`config.mk`:
```
export PLATFORM = sky130hd
export DESIGN_NAME = router_vc_input_buffer_flat
export DESIGN_NICKNAME = d
export VERILOG_FILES = /design/src/rtl/router_vc_input_buffer_if.sv /design/src/rtl/router_vc_input_buffer.sv /design/src/flat_wrapper.sv
export SDC_FILE = /design/constraint.sdc
export NUM_CORES = 1
export LEC_CHECK = 0
export ABC_AREA = 0
export BUFFER_PORTS_ARGS = -buffer_cell sky130_fd_sc_hd__buf_4
export CAP_MARGIN = 0
export CORE_ASPECT_RATIO = 1.4
export CORE_MARGIN = 2
export CORE_UTILIZATION = 46
export DETAILED_ROUTE_END_ITERATION = 8
export PLACE_DENSITY_LB_ADDON = 0.2
export SETUP_SLACK_MARGIN = 0.15
export SLEW_MARGIN = 10
export SYNTH_ARGS = -nofsm -noshare
export SYNTH_HDL_FRONTEND = slang
export SYNTH_SLANG_ARGS = --single-unit
```
`constraint.sdc`:
```
create_clock -name clk -period 5.62 [get_ports clk]
set_clock_uncertainty 0.1 [all_clocks]
set_input_delay 0.281 -clock clk [delete_from_list [all_inputs] [get_ports clk]]
set_output_delay 0.281 -clock clk [all_outputs]
set_load 0.02 [all_outputs]
```
`src/rtl/router_vc_input_buffer_if.sv`:
```
`default_nettype none
// ============================================================================
// Module      : router_vc_input_buffer_if
// Description : Bundle between one router input port, its upstream sender
//               and the switch allocator.
//               si/di       - upstream send strobe and flit
//               ri          - per-VC ready (FIFO not full)
//               out_valid   - per-VC head valid
//               out_data    - per-VC head flit, DATA_W bits per VC
//               out_pop     - per-VC head consume from the switch allocator
//               count       - per-VC occupancy, CW bits per VC
//               overflow    - sticky flit-dropped flag
//               The master modport is the sender/allocator side. The slave
//               modport is the buffer side.
// Revision    : 1.0 - initial release
// ============================================================================
interface router_vc_input_buffer_if #(
    parameter int DATA_W = 64,
    parameter int NUM_VC = 2,
    parameter int DEPTH  = 4
);
    localparam int CW = $clog2(DEPTH + 1);

    logic                     si;
    logic [DATA_W-1:0]        di;
    logic [NUM_VC-1:0]        ri;
    logic [NUM_VC-1:0]        out_valid;
    logic [NUM_VC*DATA_W-1:0] out_data;
    logic [NUM_VC-1:0]        out_pop;
    logic [NUM_VC*CW-1:0]     count;
    logic                     overflow;

    modport master (
        output si, di, out_pop,
        input  ri, out_valid, out_data, count, overflow
    );

    modport slave (
        input  si, di, out_pop,
        output ri, out_valid, out_data, count, overflow
    );
endinterface
`default_nettype wire

```
`src/rtl/router_vc_input_buffer.sv`:
```
`default_nettype none
// ============================================================================
// Module      : router_vc_input_buffer
// Description : Router input-port buffer with NUM_VC virtual-channel FIFOs of
//               DEPTH flits each. The flit's VC field di[VC_MSB -: VCW]
//               steers it to a FIFO. Each FIFO head is presented
//               first-word-fall-through. A flit sent to a full FIFO is
//               dropped, and the sticky overflow flag is set.
//               Ports: clk   - clock, rising edge
//                      reset - asynchronous active-low reset
//                      bus   - router_vc_input_buffer_if.slave (see interface)
// Revision    : 1.0 - initial release
// ============================================================================
module router_vc_input_buffer #(
    parameter int DATA_W = 64,
    parameter int NUM_VC = 2,
    parameter int DEPTH  = 4,
    parameter int VC_MSB = 63
) (
    input  wire logic                     clk,
    input  wire logic                     reset,
    router_vc_input_buffer_if.slave       bus
);
    localparam int VCW = $clog2(NUM_VC);
    localparam int PW  = $clog2(DEPTH);
    localparam int CW  = $clog2(DEPTH + 1);

    localparam logic [CW-1:0] c_full = CW'(DEPTH);

    logic [VCW-1:0]           w_vc;
    logic [NUM_VC-1:0]        w_full;
    logic                     w_drop;
    logic                     r_overflow;
    logic [NUM_VC-1:0]        w_ri;
    logic [NUM_VC-1:0]        w_out_valid;
    logic [NUM_VC*DATA_W-1:0] w_out_data;
    logic [NUM_VC*CW-1:0]     w_count;

    assign w_vc = bus.di[VC_MSB -: VCW];

    // Acceptance uses only the pre-edge count. A pop in the same cycle
    // does not free space for a push to a full FIFO.
    assign w_drop = bus.si && w_full[w_vc];

    generate
        for (genvar v = 0; v < NUM_VC; v++) begin : g_vc
            logic [DATA_W-1:0] r_mem [DEPTH];
            logic [PW-1:0]     r_wr_ptr;
            logic [PW-1:0]     r_rd_ptr;
            logic [CW-1:0]     r_count;
            logic              w_push;
            logic              w_pop;

            assign w_full[v] = (r_count == c_full);
            assign w_push    = bus.si && (w_vc == VCW'(v)) && !w_full[v];
            assign w_pop     = bus.out_pop[v] && (r_count != '0);

            // Storage is not reset; the count decides what is valid.
            always_ff @(posedge clk) begin
                if (w_push) begin
                    r_mem[r_wr_ptr] <= bus.di;
                end
            end

            // DEPTH is a power of two, so the natural pointer wrap is
            // modulo DEPTH.
            always_ff @(posedge clk or negedge reset) begin
                if (!reset) begin
                    r_wr_ptr <= '0;
                    r_rd_ptr <= '0;
                    r_count  <= '0;
                end else begin
                    if (w_push) begin
                        r_wr_ptr <= r_wr_ptr + 1'b1;
                    end
                    if (w_pop) begin
                        r_rd_ptr <= r_rd_ptr + 1'b1;
                    end
                    if (w_push && !w_pop) begin
                        r_count <= r_count + 1'b1;
                    end else if (w_pop && !w_push) begin
                        r_count <= r_count - 1'b1;
                    end
                end
            end

            assign w_ri[v]                        = !w_full[v];
            assign w_out_valid[v]                 = (r_count != '0);
            assign w_out_data[v*DATA_W +: DATA_W] = (r_count != '0) ? r_mem[r_rd_ptr] : '0;
            assign w_count[v*CW +: CW]            = r_count;
        end
    endgenerate

    always_ff @(posedge clk or negedge reset) begin
        if (!reset) begin
            r_overflow <= 1'b0;
        end else if (w_drop) begin
            r_overflow <= 1'b1;
        end
    end

    assign bus.ri        = w_ri;
    assign bus.out_valid = w_out_valid;
    assign bus.out_data  = w_out_data;
    assign bus.count     = w_count;
    assign bus.overflow  = r_overflow;
endmodule
`default_nettype wire

```
`src/flat_wrapper.sv`:
```
// flat-port wrapper written by rule: the top's interface ports become plain ports
module router_vc_input_buffer_flat 
#(
    parameter int DATA_W = 64,
    parameter int NUM_VC = 2,
    parameter int DEPTH  = 4,
    parameter int VC_MSB = 63
)
  (clk, reset, bus_si, bus_di, bus_out_pop, bus_ri, bus_out_valid, bus_out_data, bus_count, bus_overflow);
  router_vc_input_buffer_if #(.DATA_W(DATA_W), .NUM_VC(NUM_VC), .DEPTH(DEPTH)) bus_i ();
  input  wire logic clk;
  input  wire logic reset;
  input wire logic [$bits(bus_i.si)-1:0] bus_si;
  input wire logic [$bits(bus_i.di)-1:0] bus_di;
  input wire logic [$bits(bus_i.out_pop)-1:0] bus_out_pop;
  output wire logic [$bits(bus_i.ri)-1:0] bus_ri;
  output wire logic [$bits(bus_i.out_valid)-1:0] bus_out_valid;
  output wire logic [$bits(bus_i.out_data)-1:0] bus_out_data;
  output wire logic [$bits(bus_i.count)-1:0] bus_count;
  output wire logic [$bits(bus_i.overflow)-1:0] bus_overflow;
  assign bus_i.si = bus_si;
  assign bus_i.di = bus_di;
  assign bus_i.out_pop = bus_out_pop;
  assign bus_ri = bus_i.ri;
  assign bus_out_valid = bus_i.out_valid;
  assign bus_out_data = bus_i.out_data;
  assign bus_count = bus_i.count;
  assign bus_overflow = bus_i.overflow;
  router_vc_input_buffer #(.DATA_W(DATA_W), .NUM_VC(NUM_VC), .DEPTH(DEPTH), .VC_MSB(VC_MSB)) u_core (.clk(clk), .reset(reset), .bus(bus_i));
endmodule
```
# == Word level (Yosys, flattened, before mapping) ==
# Memories as Yosys holds them, arrays and structs flattened.
# Index checks and enable logic that the tools add are counted.
# W data, S select, Z words.
# word_totals
ram_bits,512
memories,2
word_cells,54
out_inout_bits,139
reg_bits,15
# memory_table
memory,words,word_bits,rd,rd_ports_with_merged_regs,write_ports,line_no,rtl
u_core.g_vc[0].r_mem,4,64,1,0,1,router_vc_input_buffer.sv:47,logic [DATA_W-1:0] r_mem [DEPTH];
u_core.g_vc[1].r_mem,4,64,1,0,1,router_vc_input_buffer.sv:47,
# op_classes
n_addsub,8
muxes,12
order_cmp,1
n_reduce_logical,21
n_bitwise,1
eq_ne,2
# op_table
operator,count
$mux W64,2
$mux W3,4
$logic_and A1 B1 Y1,11
$add A2 B1 Y2 const B,4
$add A3 B1 Y3 const B,2
$eq A3 B3 Y1 const B,2
$logic_not A1 Y1,6
$mux W1,6
$reduce_bool A3 Y1,2
$sub A3 B1 Y3 const B,2
$reduce_bool A2 Y1,2
$lt A1 B2 Y1 const B,1
$not A1 Y1,1

# == Depth between registers and ports, before layout ==
# depth
word_depth,7
depth_mapped,9
ltp_nobuf,8

# == Worst setup path after synthesis ==
# Ideal clock, no wire load.
# synth_path
path_kind,register to register
from,reg u_core.g_vc[0].r_count[0]
to,"mem u_core.g_vc[0].r_mem[0][0], enable pin"
path_buffers,1
t_arrival_ns,2.639
path_slack_ns,2.453
path_stages_with_launch,5
path_cell_list,dfrtp_1 or3b_1 and3b_1 buf_6 and2_1
# synth_via
elab_chain_len,5
# synth_rtl
item,line_no,rtl
"start, declared",router_vc_input_buffer.sv:50,logic [CW-1:0] r_count;
"start signal, assigned",router_vc_input_buffer.sv:80,r_count <= r_count + 1'b1;
"start signal, assigned",router_vc_input_buffer.sv:82,r_count <= r_count - 1'b1;
$eq A3 B3 Y1,router_vc_input_buffer.sv:54,assign w_full[v] = (r_count == c_full);
$logic_not A1 Y1,--,
via bus_ri[0],flat_wrapper.sv:16,output wire logic [$bits(bus_i.ri)-1:0] bus_ri;
$logic_and A1 B1 Y1,router_vc_input_buffer.sv:55,assign w_push = bus.si && (w_vc == VCW'(v)) && !w_full[v];
via u_core.g_vc[0].w_push,router_vc_input_buffer.sv:51,logic w_push;
$mux W1,router_vc_input_buffer.sv:60,if (w_push) begin
$mux W1 (not written as such),router_vc_input_buffer.sv:61,r_mem[r_wr_ptr] <= bus.di;
"end, declared",router_vc_input_buffer.sv:47,
# The timed path passes the listed nets, and every way through them passes these cells.

# == Final worst setup path ==
# layout_path
from,reg u_core.g_vc[0].r_rd_ptr[0]
to,out bus_out_data[36]
# layout_via
elab_chain_len,2
# layout_rtl
item,line_no,rtl
"start, declared",router_vc_input_buffer.sv:49,logic [PW-1:0] r_rd_ptr;
"start signal, assigned",router_vc_input_buffer.sv:77,r_rd_ptr <= r_rd_ptr + 1'b1;
$mem_v2 Z4 W64,--,
$mux W64,router_vc_input_buffer.sv:89,assign w_out_data[v*DATA_W +: DATA_W] = (r_count != '0) ? r_mem[r_rd_ptr] : '0;
"end, declared",flat_wrapper.sv:18,output wire logic [$bits(bus_i.out_data)-1:0] bus_out_data;
# Every way passes these cells.

==> results.txt <==
----------------------------------------------------
[Timing]
  Highest achievable clock rate ... 0.2838 GHz
  RSZ-0062 raised after global routing ... no
  Final Hold Violating Endpoints ... 0
  Final setup violating endpoints ... 0
  Normalized max-slew margin ... between 20 and 30%
  Worst hold margin ... roughly 0.034 ns
  Period utilization ... 62.69%
  Final critical delay including setup and external delays ... 3.523 ns
  Final slew viol count ... 0
  Slew at the pin closest to its max-slew limit ... 1.089 ns
  Total Neg Setup Slack ... 0 ns

[Cells and area]
  Core occupancy in the finished layout ... 56.44%
  Non-Filler Instances ... 1764
  Most frequent standard cell in the layout excluding fill and tap cells ... sky130_fd_sc_hd__edfxtp_1
  Most frequent cells in the layout ... sky130_fd_sc_hd__edfxtp_1 (512), sky130_fd_sc_hd__buf_4 (220), sky130_fd_sc_hd__mux4_2 (128), sky130_fd_sc_hd__and2_1 (128), sky130_fd_sc_hd__dlygate4sd3_1 (68)
  Filler cell count in the final layout ... 3309
  Net count, final ... 1258
  Share of layout cells above drive strength 1 ... between 30% and 40%
  Synthesis-to-finish area growth ... 20.88%
  Final instance area ... 24400 um2
  Antenna cells ... 0

[Floorplan]
  Die extent in x ... roughly 180 um
  Height of the chip ... between 200 and 300 um
  Die area ... 45600 um2
  Placeable Area ... 43240 um2
  Starting utilization of the core area ... 46.69%
  Number of placed I/O pins ... 208
  Row Count ... 90

[Critical path]
  Crit-path slowest cell ... sky130_fd_sc_hd__dfrtp_4
  WP buf/inv ... 2
  Startpoint Class ... flip-flop
  Crit-path max FO ... 43
  Category of the most critical setup path ... reg -> out
  Worst endpoint required time ... roughly 5.2 ns
  Crit path top cell by count ... sky130_fd_sc_hd__buf_4
  Cell breakdown of the critical path ... buf_4 -> mux4_2 -> and2_1 -> buf_4
  Nature of the critical path endpoint ... primary output
  Flop2flop setup slack ... 2.78 ns
  Family with the most delay on the worst path ... flip-flops
  Critical path data arrival time ... 3.14 ns
  Slowest Stage Delay on Critical Path ... ~1.0 ns

[CTS]
  Clock buffers created by TritonCTS ... 48
  Number of gates resized after cts ... 0
  # Post-CTS Setup Buffers ... 0
  Clock tree sinks ... 527
  Clock Root Buffer ... sky130_fd_sc_hd__clkbuf_16
  Hold-fix buffers at CTS ... between 60 and 70
  Clock latency at the later pin of the worst-skew pair ... roughly 0.55 ns
  Clock transition at path regs ... roughly 0.070 ns
  Count of H-tree levels built during CTS ... 2
  Longest Clk Path Bufs ... 3
  TritonCTS clock tree ... yes

[Yosys]
  Number of distinct standard cells referenced by the synthesized netlist ... 26
  Yosys warning total ... 0
  Nets in the synthesized netlist ... 964
  Average instance area after synthesis ... 22.86 um2
  Post-synthesis cell count ... just under 900
  Cell Area, Synth ... 20190 um2
  Sequential cell area fraction in the yosys report ... 78.02%
  Total of flip-flops plus latches after synthesis ... around 530

[Drt]
  Total Wirelength ... 41870 um
  DRT iter0 DRCs ... 700
  DR pass1 iterations ... 4
  DRT antenna net count ... 0
  Via count of the routed design ... around 9600
  Avg Vias per Cell ... 5.417
  DRC violation count after routing ... 0
  Per-cell routed wire length ... around 24 um

[Place]
  Placed inst area ... 22300 um2
  Count of port buffers added during placement ... 207
  Routability Congestion ... 0.7071
  Final HPWL DP ... 23070 um
  Cells after DPL ... ~1600

[Power and ir drop]
  IR drop worst, VDD ... 0.4685 mV
  Internal power contribution ... 8721 uW
  Clk network pwr share ... 23.4%
  Reg power frac ... 41.1%
  Sw Share ... 32.40%
  Static leakage ... 0.008241 uW
  Pwr dens ... 528.7 nW/um2
  Combinational fraction of design power ... 35.5%
  Net Switching ... 4180 uW

[Global route]
  Number of global-route vias before repair ... 10361
  Initial antenna violation count ... 0
  Largest net degree at the start of global routing ... between 60 and 70
  Wire length of the first global-routing pass ... 62820 um
  Total congestion overflow ... 0
  GRT Resource Usage Total ... between 10% and 20%

[Worst hold path]
  Tightest Hold Check Type ... in -> async

[Outcome]
  Result of the run ... completed

[Job]
  Count of maximum capacitance violations ... 0

----------------------------------------------------
power groups by stage:
stage / registers [uW] / clock network [uW] / logic, uW
after floorplan: 5010 / 0 / 3120
after global placement: 5390 / 0 / 4610
after detailed placement: 5410 / 0 / 4640
after CTS: 5330 / 3080 / 4690
after global routing: 5380 / 3220 / 4880
final: 5300 / 3020 / 4580
layout make-up:
type	instances	area, um2	share of cell area [%]
sequential	527	15770	64.60
clock buffer	60	1267	5.194
tap	552	690.7	2.830
clock inverter	25	158.9	0.6511
timing repair buffer	288	2332	9.557
inverter	6	22.52	0.09229
multi-input combinational	306	4167	17.07
cell families after synthesis:
| kind of cell | share of synthesized area, % |
|---|---|
| multiplexers | 14.59 |
| AND/OR/NAND/NOR | 4.593 |
| adder cells (fa/ha/maj) | 0.8181 |
| buffers and inverters | 1.425 |
| XOR/XNOR | 0.5206 |
| flip-flops | 78.02 |
| AO/OA/AOI/OAI | 0.03720 |
through the flow:
step                setup WS, ns  power (uW)
floorplan                  2.453        8132
global placement           2.532       10010
detailed placement         2.529       10050
CTS                        1.923       13110
global route               1.799       13490
finish                     2.097       12900
flip-flops by register name, indices dropped and copies added (netlist names):
signal,flops
u_core.g_vc.r_mem,512
u_core.g_vc.r_count,6
u_core.bus.overflow,1
u_core.g_vc.r_rd_ptr,4
u_core.g_vc.r_wr_ptr,4
layer usage:
metal	vias to the layer above	track usage [%]	part of all wire, %
li1	4162	-	-
met1	5128	23.75	41
met2	216	33.11	53
met3	49	2.815	4.0
met4	0	5.064	1.8
met5	-	0	0
worst paths after layout:
path / cells past startpoint / endpoint / start
max: 4 / bus_out_data[36] / u_core.g_vc[0].r_rd_ptr[0]
min: 2 / u_core.g_vc[0].r_count[1] / reset
max reg2reg: 9 / u_core.g_vc[0].r_count[2] / u_core.g_vc[0].r_count[1]
min reg2reg: 1 / u_core.bus.overflow / u_core.bus.overflow
max in group asynchronous: 2 / u_core.g_vc[1].r_rd_ptr[0] / reset
min in group clk: 1 / u_core.bus.overflow / u_core.bus.overflow
worst register-to-register path, cell delays in order (launching register included):
cell and delay (ns):
sky130_fd_sc_hd__dfrtp_1 0.43, sky130_fd_sc_hd__or3_2 0.48, sky130_fd_sc_hd__buf_4 0.38, sky130_fd_sc_hd__nand2_1 0.26, sky130_fd_sc_hd__ha_1 0.21, sky130_fd_sc_hd__inv_1 0.06, sky130_fd_sc_hd__fa_1 0.37, sky130_fd_sc_hd__xor2_1 0.16
sky130_fd_sc_hd__nor2_1 0.14, sky130_fd_sc_hd__xor2_1 0.18
Yosys cell counts (all sizes together):
| library cell | count | share of area, % |
|---|---|---|
| nor2 | 2 | 0.037 |
| xor2 | 4 | 0.17 |
| ha | 10 | 0.62 |
| clkbuf | 18 | 0.33 |
| buf | 26 | 0.98 |
| nand3 | 2 | 0.050 |
| mux4 | 128 | 14 |
| xnor2 | 8 | 0.35 |
| nand2 | 2 | 0.037 |
| mux2 | 4 | 0.26 |
| fa | 2 | 0.20 |
| edfxtp | 512 | 76 |
| and2 | 136 | 4.2 |
| dfrtp | 15 | 1.9 |
| inv | 6 | 0.11 |
| mux2i | 1 | 0.050 |
| a21o | 1 | 0.037 |
| or3 | 2 | 0.068 |
| and3 | 1 | 0.031 |
| or3b | 2 | 0.087 |
| and3b | 1 | 0.043 |
Note: power is estimated with default switching activity, not from simulation.
